## src/rtl/regbus_scan_reader_pkg.sv

```systemverilog
// Shared definitions for the register-bus scan reader: FSM encoding, index
// width and the legal range of the settle window.
package regbus_scan_reader_pkg;

  typedef enum logic [1:0] {
    ST_IDLE   = 2'd0,
    ST_SELECT = 2'd1,
    ST_HOLD   = 2'd2,
    ST_DONE   = 2'd3
  } state_e;

  localparam int IDX_W      = 4;
  localparam int SETTLE_MIN = 1;
  localparam int SETTLE_MAX = 15;

endpackage

```

## src/rtl/regbus_scan_reader_if.sv

```systemverilog
// Tri-state register bus selects plus the valid/ready readback stream.
interface regbus_scan_reader_if #(
  parameter int NrOfBits = 32,
  parameter int NrOfRegs = 8
);
  import regbus_scan_reader_pkg::*;

  logic [NrOfRegs-1:0] cs;
  logic [NrOfBits-1:0] bus_data;
  logic                out_valid;
  logic                out_ready;
  logic [NrOfBits-1:0] out_data;
  logic [IDX_W-1:0]    out_index;

  modport master (
    output cs, out_valid, out_data, out_index,
    input  bus_data, out_ready
  );

  modport slave (
    input  cs, out_valid, out_data, out_index,
    output bus_data, out_ready
  );

endinterface

```

## src/rtl/regbus_prio_pick.sv

```systemverilog
// Lowest-set-bit finder over the remaining scan mask.
module regbus_prio_pick
  import regbus_scan_reader_pkg::*;
#(
  parameter int NrOfRegs = 8
) (
  input  logic [NrOfRegs-1:0] mask_i,
  output logic [IDX_W-1:0]    idx_o,
  output logic                any_o
);

  always_comb begin
    idx_o = '0;
    // Walk downwards so the lowest set bit is the last one written.
    for (int i = NrOfRegs - 1; i >= 0; i--) begin
      if (mask_i[i]) idx_o = IDX_W'(i);
    end
  end

  assign any_o = |mask_i;

endmodule

```

## src/rtl/regbus_scan_reader.sv

```systemverilog
// Scans masked registers on the shared tri-state bus one at a time and
// returns each captured word with its index over a valid/ready stream.
module regbus_scan_reader
  import regbus_scan_reader_pkg::*;
#(
  parameter int NrOfBits     = 32,
  parameter int NrOfRegs     = 8,
  parameter int SettleCycles = 2
) (
  input  logic                clk_i,
  input  logic                rst_ni,
  input  logic                tick_i,
  input  logic                start_i,
  input  logic [NrOfRegs-1:0] mask_i,
  output logic                busy_o,
  output logic                done_o,
  regbus_scan_reader_if.master rb
);

  localparam int SETTLE_EFF = (SettleCycles < SETTLE_MIN) ? SETTLE_MIN :
                              (SettleCycles > SETTLE_MAX) ? SETTLE_MAX : SettleCycles;
  localparam logic [IDX_W-1:0]    SETTLE_LAST = IDX_W'(SETTLE_EFF - 1);
  localparam logic [NrOfRegs-1:0] REG_ONE     = NrOfRegs'(1);

  state_e              state_q, state_d;
  logic [NrOfRegs-1:0] mask_q, mask_d, pick_mask;
  logic [IDX_W-1:0]    cnt_q, cnt_d;
  logic [IDX_W-1:0]    idx_q, idx_d;
  logic [IDX_W-1:0]    out_index_q, out_index_d;
  logic [NrOfBits-1:0] out_data_q, out_data_d;
  logic                out_valid_q, out_valid_d;
  logic [IDX_W-1:0]    pick_idx;
  logic                pick_any;

  // In IDLE the picker looks at the incoming mask; afterwards at what is left
  // once the register just transferred is removed.
  always_comb begin
    pick_mask = mask_q & ~(REG_ONE << idx_q);
    if (state_q == ST_IDLE) pick_mask = mask_i;
  end

  regbus_prio_pick #(.NrOfRegs(NrOfRegs)) u_pick (
    .mask_i (pick_mask),
    .idx_o  (pick_idx),
    .any_o  (pick_any)
  );

  always_ff @(posedge clk_i or negedge rst_ni) begin
    if (!rst_ni) begin
      state_q     <= ST_IDLE;
      mask_q      <= '0;
      cnt_q       <= '0;
      idx_q       <= '0;
      out_index_q <= '0;
      out_data_q  <= '0;
      out_valid_q <= 1'b0;
    end else begin
      state_q     <= state_d;
      mask_q      <= mask_d;
      cnt_q       <= cnt_d;
      idx_q       <= idx_d;
      out_index_q <= out_index_d;
      out_data_q  <= out_data_d;
      out_valid_q <= out_valid_d;
    end
  end

  always_comb begin
    state_d     = state_q;
    mask_d      = mask_q;
    cnt_d       = cnt_q;
    idx_d       = idx_q;
    out_index_d = out_index_q;
    out_data_d  = out_data_q;
    out_valid_d = out_valid_q;
    if (tick_i) begin
      case (state_q)
        ST_IDLE: begin
          if (start_i) begin
            mask_d = mask_i;
            if (pick_any) begin
              idx_d   = pick_idx;
              cnt_d   = '0;
              state_d = ST_SELECT;
            end else begin
              state_d = ST_DONE;
            end
          end
        end
        ST_SELECT: begin
          cnt_d = cnt_q + 4'd1;
          if (cnt_q == SETTLE_LAST) begin
            out_data_d  = rb.bus_data;
            out_index_d = idx_q;
            out_valid_d = 1'b1;
            state_d     = ST_HOLD;
          end
        end
        ST_HOLD: begin
          if (rb.out_ready) begin
            out_valid_d = 1'b0;
            mask_d      = pick_mask;
            if (pick_any) begin
              idx_d   = pick_idx;
              cnt_d   = '0;
              state_d = ST_SELECT;
            end else begin
              state_d = ST_DONE;
            end
          end
        end
        ST_DONE:  state_d = ST_IDLE;
        default:  state_d = ST_IDLE;
      endcase
    end
  end

  // Selects decode straight from registered state so reset releases the bus at once.
  assign rb.cs        = (state_q == ST_SELECT) ? ~(REG_ONE << idx_q) : '1;
  assign rb.out_valid = out_valid_q;
  assign rb.out_data  = out_data_q;
  assign rb.out_index = out_index_q;
  assign busy_o       = (state_q != ST_IDLE);
  assign done_o       = (state_q == ST_DONE);

endmodule

```

## src/flat_wrapper.sv

```systemverilog
// flat-port wrapper written by rule: the top's interface ports become plain ports
module regbus_scan_reader_flat import regbus_scan_reader_pkg::*;
#(
  parameter int NrOfBits     = 32,
  parameter int NrOfRegs     = 8,
  parameter int SettleCycles = 2
)
  (clk_i, rst_ni, tick_i, start_i, mask_i, busy_o, done_o, rb_cs, rb_out_valid, rb_out_data, rb_out_index, rb_bus_data, rb_out_ready);
  regbus_scan_reader_if #(.NrOfBits(NrOfBits), .NrOfRegs(NrOfRegs)) rb_i ();
  input  logic clk_i;
  input  logic rst_ni;
  input  logic tick_i;
  input  logic start_i;
  input  logic [NrOfRegs-1:0] mask_i;
  output logic busy_o;
  output logic done_o;
  output wire logic [$bits(rb_i.cs)-1:0] rb_cs;
  output wire logic [$bits(rb_i.out_valid)-1:0] rb_out_valid;
  output wire logic [$bits(rb_i.out_data)-1:0] rb_out_data;
  output wire logic [$bits(rb_i.out_index)-1:0] rb_out_index;
  input wire logic [$bits(rb_i.bus_data)-1:0] rb_bus_data;
  input wire logic [$bits(rb_i.out_ready)-1:0] rb_out_ready;
  assign rb_cs = rb_i.cs;
  assign rb_out_valid = rb_i.out_valid;
  assign rb_out_data = rb_i.out_data;
  assign rb_out_index = rb_i.out_index;
  assign rb_i.bus_data = rb_bus_data;
  assign rb_i.out_ready = rb_out_ready;
  regbus_scan_reader #(.NrOfBits(NrOfBits), .NrOfRegs(NrOfRegs), .SettleCycles(SettleCycles)) u_core (.clk_i(clk_i), .rst_ni(rst_ni), .tick_i(tick_i), .start_i(start_i), .mask_i(mask_i), .busy_o(busy_o), .done_o(done_o), .rb(rb_i));
endmodule
```

## config.mk

```make
export PLATFORM = sky130hd
export DESIGN_NAME = regbus_scan_reader_flat
export DESIGN_NICKNAME = d
export VERILOG_FILES = /design/src/rtl/regbus_scan_reader_pkg.sv /design/src/rtl/regbus_scan_reader_if.sv /design/src/rtl/regbus_prio_pick.sv /design/src/rtl/regbus_scan_reader.sv /design/src/flat_wrapper.sv
export SDC_FILE = /design/constraint.sdc
export NUM_CORES = 1
export LEC_CHECK = 0
export BUFFER_PORTS_ARGS = -buffer_cell sky130_fd_sc_hd__buf_2
export CORE_MARGIN = 8
export CORE_UTILIZATION = 50
export DETAILED_ROUTE_END_ITERATION = 8
export GPL_TIMING_DRIVEN = 0
export PLACE_DENSITY_LB_ADDON = 0.15
export SLEW_MARGIN = 20
export SYNTH_ARGS = -nofsm -noshare
export SYNTH_HDL_FRONTEND = slang
export SYNTH_SLANG_ARGS = --single-unit
```

## constraint.sdc

```tcl
create_clock -name clk_i -period 2 [get_ports clk_i]
set_input_delay 0.2 -clock clk_i [delete_from_list [all_inputs] [get_ports clk_i]]
set_output_delay 0.2 -clock clk_i [all_outputs]
set_load 0.005 [all_outputs]
```

# Word-level counts from Yosys, hierarchy flattened
# Cells that the tools add are included.
# totals
regBits,55
input_bits,45
# op_classes
add_sub_neg,1
n_eq_ne,7
shifts,1
n_mux,29
bitwise_logic,2
n_reduce_logical,11
# op_table
cell,n
2-to-1 mux 4 bit,13
2-to-1 mux 8 bit,4
case mux 8 bit (2 select lines),1
AND reduction 4 bit,4
case mux 4 bit (3 select lines),1
bitwise AND 8 bit,1
2-to-1 mux 2 bit,4
NOT 8 bit,1
case mux 2 bit (4 select lines),1
case mux 4 bit (2 select lines),1
OR reduction 8 bit,1
left shift 1 x 4 -> 8 bit (first input constant),1
nonzero test 2 bit,3
adder 4 x 1 -> 4 bit (second input constant),1
equality test 2 bit (second input constant),2
equality test 4 x 1 -> 1 bit (second input constant),1
inequality test 2 bit (second input constant),2
2-to-1 mux 3 bit,1
AND reduction 3 bit,1
nonzero test 3 bit,1
equality test 2 x 1 -> 1 bit (second input constant),1
logical NOT 2 bit,1
2-to-1 mux 1 bit,2
inequality test 2 x 1 -> 1 bit (second input constant),1
case mux 1 bit (2 select lines),1

# Logic depth before layout (Yosys ltp)
# Gate-level depths: netlist of the first run.
# logic_depth
word_depth,15
ltp_mapped,8
ltp_nobuf,7

# Hierarchy
# From an unflattened synthesis of the first run, not the netlist that was laid out.
# hier_totals
cells_unflattened,220
hier_area_um2,2618.8
# by_module_without_submodules
module,n_inst,cells_per_inst,area_per_inst_um2,seq_area_each_um2
regbus_scan_reader,1,205,2526.2,1376.3
regbus_prio_pick,1,15,92.6,0.0

# Worst setup path before layout of the first run
# OpenSTA, ideal clock, no wires.
# synth_timing
path_type,flip-flop to flip-flop
from,register u_core.state_q[0]
to,register u_core.idx_q[0]
arrival_ps,1642
setup_slack_ps,270
path_stages_with_launch,8
synth_period_minus_slack_ps,1730
path_cell_list,dfrtp_1 -> nor2_2 -> buf_4 -> nand2_1 -> a221o_1 -> a221oi_2 -> o221ai_1 -> a41oi_1
# synth_between
elab_chain_len,13
word_cells_on_any_way,20
cone_classes,eq/ne (3); mux (13); reduce/logical (4)
# synth_rtl
item,line_no,rtl
from (decl),regbus_scan_reader.sv:25,"state_e state_q, state_d;"
from (signal assigned),regbus_scan_reader.sv:58,state_q <= state_d;
logical NOT 2 bit,"regbus_scan_reader.sv:39, regbus_scan_reader.sv:77",
2-to-1 mux 8 bit,regbus_scan_reader.sv:39,if (state_q == ST_IDLE) pick_mask = mask_i;
2-to-1 mux 3 bit,regbus_prio_pick.sv:16,if (mask_i[i]) idx_o = IDX_W'(i);
2-to-1 mux 4 bit (7 in a row),regbus_prio_pick.sv:16,
2-to-1 mux 4 bit,"regbus_scan_reader.sv:81, regbus_scan_reader.sv:103",
"2-to-1 mux 4 bit, on equally long branches","regbus_scan_reader.sv:100, regbus_scan_reader.sv:79",
case mux 4 bit (2 select lines),regbus_scan_reader.sv:77,case (state_q)
to (signal assigned),regbus_scan_reader.sv:61,idx_q <= idx_d;
to (decl),regbus_scan_reader.sv:28,"logic [IDX_W-1:0] idx_q, idx_d;"
# Parallel ways exist; a longest one is shown, timed or not. The select of a mux whose other input is x is not followed.
# A chain may end at the register's enable or synchronous reset.

# Final worst setup path of the first run
# Same ends and word-level chain as after synthesis.

==> impl_metrics.tcl, run 1 <==
set metrics [dict create \
    hold_class "in -> reg" \
    ranking_of_synthesized_cells_by_instance_count "sky130_fd_sc_hd__dfrtp_1 (53), sky130_fd_sc_hd__mux2_2 (22), sky130_fd_sc_hd__nand2_1 (20), sky130_fd_sc_hd__mux2_1 (16), sky130_fd_sc_hd__a21oi_1 (12)" \
    yosys.cell_types.count 50 \
    dpl-instance-area_sq_um 3190 \
    wire_length_of_the_first_global_routing_pass_mm 10.2 \
    route.detailed.vias_per_inst 5.38 \
    critical_path.top_delay_family "compound AO/OA/AOI/OAI gates" \
    tightestPinTransition_ps 656 \
    drtAntennaViolNets 0 \
    detail_route.first_pass.iterations 4 \
    critical_path.reg2reg.startpoint "u_core.state_q[0]" \
    die_height_um 88.7 \
    synth.ff_latch_count 53 \
    startpoint "u_core.state_q[0]" \
    grt_antenna_before_repair 0 \
    die-area_sq_um 7870 \
    cp.required_ps 2230 \
    status "finished, final reports clean" \
    detailroute.via_count 2194 \
    start_to_end_type_of_the_worst_setup_path "reg -> reg" \
    worstPathMaxFanout 7 \
    worst-endpoint-arrival_ps 2180 \
    multi_input_area_sq_um 1290 \
    hold_ws_ps 105 \
    worst_ir_drop_vdd_mv 0.697 \
    r2r_cells 7 \
    synth.area.top_cells "sky130_fd_sc_hd__dfrtp_1 (50%), sky130_fd_sc_hd__mux2_2 (9.4%), sky130_fd_sc_hd__mux2_1 (6.8%), sky130_fd_sc_hd__nand2_1 (2.8%), sky130_fd_sc_hd__a22o_1 (2.6%)" \
    power_density_nw_per_um2 1530 \
    antenna_cells_inserted 0 \
    cellLeakagePower_nw 1.64 \
    critPathLaunchType "register" \
    synthesis.area_sq_um 2650 \
    timing.setup.tns_ps 0 \
    report.final.hold_viol_count 0 \
    slowest_stage_cell_crit_path "sky130_fd_sc_hd__dfrtp_2" \
    fin_worst_skew_ps 12.3 \
    gp_congestion 0.814 \
    area.growth.synth_to_final_pct 29.0 \
    holdPathStages 2 \
    timing.max_cap.violations 0 \
    detail_route.iter0.violations 109 \
    drt-total-wl_mm 6.62 \
    report.final.setup_viol 0 \
    cts_tree "done" \
    overflow 0 \
    seqCellArea_sq_um 1330 \
    ctsLongestPathBuffers 2 \
    synth_top_area_cell "sky130_fd_sc_hd__dfrtp_1" \
    path_cells "nor2_4, clkinv_2, o211a_4, a221o_1, a221oi_2, o221ai_2, a41oi_2" \
    synth_enable_flop_cells 0 \
    ff2ff_setup_slack_ps 50 \
    io_buffer_count 90 \
    floorplan.initialDensity_pct 51.8 \
    synthesis.area_per_instance_sq_um 11.2 \
    cp_num_cells 7 \
    vias_in_the_first_global_route 2100 \
    clock.fmax_mhz 512 \
    synthesis.instances 236 \
    grt_use_total_pct 16.7 \
    final_design_area_no_fill_sq_um 3410 \
    post-synth-top-count-cell "sky130_fd_sc_hd__dfrtp_1" \
    setup_crit_end "u_core.idx_q[0]" \
    fp-row-count 26 \
    cts-buffers-inserted 5 \
    end_kind "register" \
    grt_start_max_net_pins 54 \
    htree_levels 2 \
    chip_width_um 88.7 \
    period_share_pct 97.6 \
    routed_wire_length_per_instance_um 16.2 \
    synth_async_sr_flop_share_pct 100 \
    syn_nets 283 \
    synth_top_flop_cell "sky130_fd_sc_hd__dfrtp_1" \
    route.detailed.drc 0 \
    grt_setup_unrepaired "true" \
    fraction_of_final_layout_cells_with_drive_strength_greater_than_1_pct 46.7 \
    final.min_clock_period_ps 1950 \
    final-max-slew-violation-count 0 \
    slowest_delay_ps 490 \
    io-pin-count 92 \
    clkTransAtPathRegs_ps 110 \
    nets 384 \
    filler_cell_count 423 \
    hpwlAfterDp_mm 4.93 \
    core_footprint_sq_um 5110 \
    synth_sequential_area_ratio_pct 50.1 \
    clk_root_buf "sky130_fd_sc_hd__clkbuf_8" \
    r2r-end "u_core.idx_q[0]" \
    synthDominantCellAreaShare_pct 50.1 \
    final_util_pct 66.8 \
    cts_sinks 53 \
    slew-limit-headroom_pct 56.3 \
    design_power_total_w 0.00521 \
    path_buf_inv 1 \
    worst_skew_pair.late_latency_ps 310 \
    synth.yosys.warnings 0 \
]
## worst min-delay path by stage
| stage | slack [ps] | to | from |
|---|---|---|---|
| 6_report | 100 | u_core.rb.out_data[29] | rb_bus_data[29] |
| 3_5_place_dp | 280 | u_core.rb.out_data[29] | rst_ni |
| 4_1_cts | 100 | u_core.rb.out_data[29] | rb_bus_data[29] |
| 3_3_place_gp | 410 | u_core.rb.out_data[29] | rb_bus_data[29] |
| 5_1_grt | 90 | u_core.rb.out_data[10] | rb_bus_data[10] |
| 2_1_floorplan | -100 | u_core.cnt_q[0] | rst_ni |
## cells in the final DEF (no fill, tap or decap), types with 3 or more instances in the layout
| cell | netlist | layout |
|---|---|---|
| sky130_fd_sc_hd__a21oi_1 | 12 | 12 |
| sky130_fd_sc_hd__a22o_1 | 8 | 8 |
| sky130_fd_sc_hd__and3_1 | 5 | 5 |
| sky130_fd_sc_hd__buf_2 | 4 | 92 |
| sky130_fd_sc_hd__buf_4 | 3 | 10 |
| sky130_fd_sc_hd__clkbuf_8 | 0 | 5 |
| sky130_fd_sc_hd__dfrtp_1 | 53 | 51 |
| sky130_fd_sc_hd__inv_1 | 4 | 3 |
| sky130_fd_sc_hd__mux2_1 | 16 | 16 |
| sky130_fd_sc_hd__mux2_2 | 22 | 22 |
| sky130_fd_sc_hd__nand2_1 | 20 | 20 |
| sky130_fd_sc_hd__nand3_1 | 11 | 11 |
| sky130_fd_sc_hd__nor2_1 | 9 | 9 |
| sky130_fd_sc_hd__nor2b_1 | 4 | 4 |
| sky130_fd_sc_hd__o21ai_0 | 11 | 11 |
## where the power goes
part / switching, W / internal (W) / total [W]
Clock: 0.000363 / 0.000249 / 0.000612
Sequential: 0.000351 / 0.00159 / 0.00194
Combinational: 0.00131 / 0.00134 / 0.00266
## layer usage
layer	track usage (%)	vias up	wire length, um
met4	6.14	0	75
met1	20.6	1059	2730
met3	2.79	7	548
met2	28.4	80	3270
met5	0	-	0
li1	-	1048	-
## flip-flops by register name, summed over array words and instances (netlist names)
register / count
u_core.idx_q: 3
u_core.rb.out_valid: 1
u_core.state_q: 2
u_core.cnt_q: 4
u_core.rb.out_data: 32
u_core.rb.out_index: 3
u_core.mask_q: 8
## cell families after synthesis
kind of cell	count (synthesis)	share of synthesized area [%]
buffers and inverters	21	3.93
and+or+nand+nor	70	15.0
other	1	0.142
AOI/OAI and AO/OA	51	13.7
DFF	53	50.1
adders and majority gates	2	0.946
muxes	38	16.2
## repair_timing
item                       4_1_cts  5_1_grt
hold endpoints to repair        53        0
setup endpoints to repair        6       35
hold buffers                     1        0
setup buffers                    0        4
pin swaps                        0        1
gates resized for setup          8       20
## per-stage QoR
stage	std cells	worst slack (ps)
after global routing	408	-11.0
after floorplan	236	270
after detailed placement	396	-97.2
final	408	48.5
after CTS	405	5.98
after global placement	396	-19.7
## area by class of cell
cell class	count	share of cell area, %
clock buffers	5	2.02
clock inverters	3	0.623
flip-flops and latches	53	38.9
repair buffers	95	14.4
multi-input cells	162	37.9
well taps	70	2.57
plain buffers	14	2.71
inverters	6	0.806
No activity file was read; power rests on OpenSTA's default activity.
==> run 2: changes to the inputs <==
Settings changed: SETUP_SLACK_MARGIN set to 0.2.
==> run 2 against run 1 <==
Net effect:
- first-iteration DRC count increased by 25%
- non-clock buffer count increased by 23
- die area unchanged
- clock power about the same
- routed wire length increased by 7.6%
- worst setup slack improved by 66 ps
- critical endpoint is now u_core.cnt_q[0]
- largest cell class unchanged
- highest routed layer unchanged
==> impl_metrics.tcl, run 2 (synthesis results as in run 1) <==
set metrics [dict create \
    io-pin-count 92 \
    dpl_ws_ps -97.2 \
    report.final.setup_viol 0 \
    final_design_area_no_fill_sq_um 3670 \
    report.final.hold_viol_count 0 \
    clkTransAtPathRegs_ps 100 \
    route.detailed.vias_per_inst 5.38 \
    start_to_end_type_of_the_worst_setup_path "reg -> reg" \
    design_power_total_w 0.00582 \
    vias_in_the_first_global_route 2254 \
    numPlacedInstances 396 \
    worstPathMaxFanout 8 \
    fraction_of_final_layout_cells_with_drive_strength_greater_than_1_pct 51.8 \
    instances_no_fill 431 \
    drtAntennaViolNets 0 \
    seqCellArea_sq_um 1330 \
    tightestPinTransition_ps 665 \
    grt_antenna_before_repair 0 \
    status "finished, final reports clean" \
    end_kind "register" \
    detailroute.via_count 2317 \
    worst-endpoint-arrival_ps 2130 \
    critPathLaunchType "register" \
    overflow 0 \
    layout.cells.most_common_list "sky130_fd_sc_hd__buf_2 (89), sky130_fd_sc_hd__dfrtp_1 (51), sky130_fd_sc_hd__buf_4 (28)" \
    route.detailed.drc 0 \
    multi_input_area_sq_um 1320 \
    power_density_nw_per_um2 1590 \
    finalWorstSetupSlack_ps 114 \
    die-area_sq_um 7870 \
    area.growth.synth_to_final_pct 38.6 \
    worst_ir_drop_vdd_mv 0.780 \
    final.min_clock_period_ps 1890 \
    cp.required_ps 2250 \
    antenna_cells_inserted 0 \
    hold_class "in -> reg" \
    chip_width_um 88.7 \
    cellLeakagePower_nw 1.79 \
    commonest_non_fill_non_tap_cell_in_the_layout "sky130_fd_sc_hd__buf_2" \
    cts_tree "done" \
    ff2ff_setup_slack_ps 110 \
    largest_reg_flops 32 \
    fin_worst_skew_ps 9.34 \
    htree_levels 2 \
    gp_congestion 0.814 \
    drt-total-wl_mm 7.12 \
    dpl-instance-area_sq_um 3190 \
    slew-limit-headroom_pct 55.7 \
    hpwlAfterDp_mm 4.93 \
    final-max-slew-violation-count 0 \
    clk_root_buf "sky130_fd_sc_hd__clkbuf_8" \
    fp-row-count 26 \
    clock.fmax_mhz 530 \
    io_buffer_count 90 \
    cts_sinks 53 \
    cts-buffers-inserted 5 \
    grt_start_max_net_pins 54 \
    die_height_um 88.7 \
    nets 407 \
    timing.max_cap.violations 0 \
    core_footprint_sq_um 5110 \
    floorplan.initialDensity_pct 51.8 \
    final_util_pct 71.8 \
    grt_setup_unrepaired "true" \
    period_share_pct 94.3 \
    ctsLongestPathBuffers 2 \
    worst_skew_pair.late_latency_ps 310 \
    wire_length_of_the_first_global_routing_pass_mm 11.0 \
    detail_route.first_pass.iterations 4 \
    detail_route.iter0.violations 136 \
    filler_cell_count 382 \
    routed_wire_length_per_instance_um 16.5 \
    grt_use_total_pct 17.7 \
]
run 2: cell count changes in the layout (fill, tap and decap cells not counted), sizes merged:
cell / previous run / this run
inv: 5 / 6
clkbuf: 9 / 10
clkinv: 2 / 1
buf: 104 / 126
run 2: final cells by class:
type,count,share of cell area (%)
buffer,15,3.86
clock buffer,5,1.88
clock inverter,3,0.580
inverter,6,0.785
multi-input combinational,162,36.0
sequential,53,36.2
tap,70,2.39
timing repair buffer,117,18.3
run 2: stage by stage:
stage / setup TNS (ps) / hold slack, ps
floorplan: 0 / -95.6
CTS: 0 / 98.4
global placement: -31.6 / 414
finish: 0 / 103
detailed placement: -376 / 284
global route: 0 / 93.4
run 2: final timing paths:
check / endpoint / cells after the start / from
hold reg to reg: u_core.rb.out_data[30] / 1 / u_core.rb.out_data[30]
min in group asynchronous: u_core.rb.out_data[29] / 2 / rst_ni
setup / recovery: u_core.cnt_q[0] / 6 / u_core.idx_q[1]
max in group asynchronous: u_core.state_q[0] / 2 / rst_ni
hold / removal: u_core.rb.out_data[5] / 2 / rb_bus_data[5]
setup reg to reg: u_core.cnt_q[0] / 6 / u_core.idx_q[1]
run 2: where the power goes:
group | internal, W | leakage [nW] | switching (W)
Clock | 0.000249 | 0.0445 | 0.000363
Sequential | 0.00159 | 0.644 | 0.000369
Combinational | 0.00179 | 1.10 | 0.00146
run 2: worst max-delay path, stage by stage (launching register included):
cell and delay (ps):
sky130_fd_sc_hd__dfrtp_2 480, sky130_fd_sc_hd__or3b_4 430, sky130_fd_sc_hd__a21oi_2 160, sky130_fd_sc_hd__o21ai_2 100
sky130_fd_sc_hd__nand4bb_4 280, sky130_fd_sc_hd__o22ai_4 200, sky130_fd_sc_hd__mux2_4 180
run 2: routing by layer:
layer	GRT usage, %	wire [um]	up-vias
met4	7.99	172	0
met5	0	0	-
met1	21.2	2840	1114
li1	-	-	1100
met2	30.3	3530	84
met3	3.06	579	19
run 2: timing repair:
item / in CTS / in global routing
setup endpoints to repair: 46 / 37
setup buffers: 16 / 10
endpoints found under the hold margin: 53 / 0
pin swaps: 8 / 14
gates resized for setup: 34 / 16
hold buffers: 1 / 0
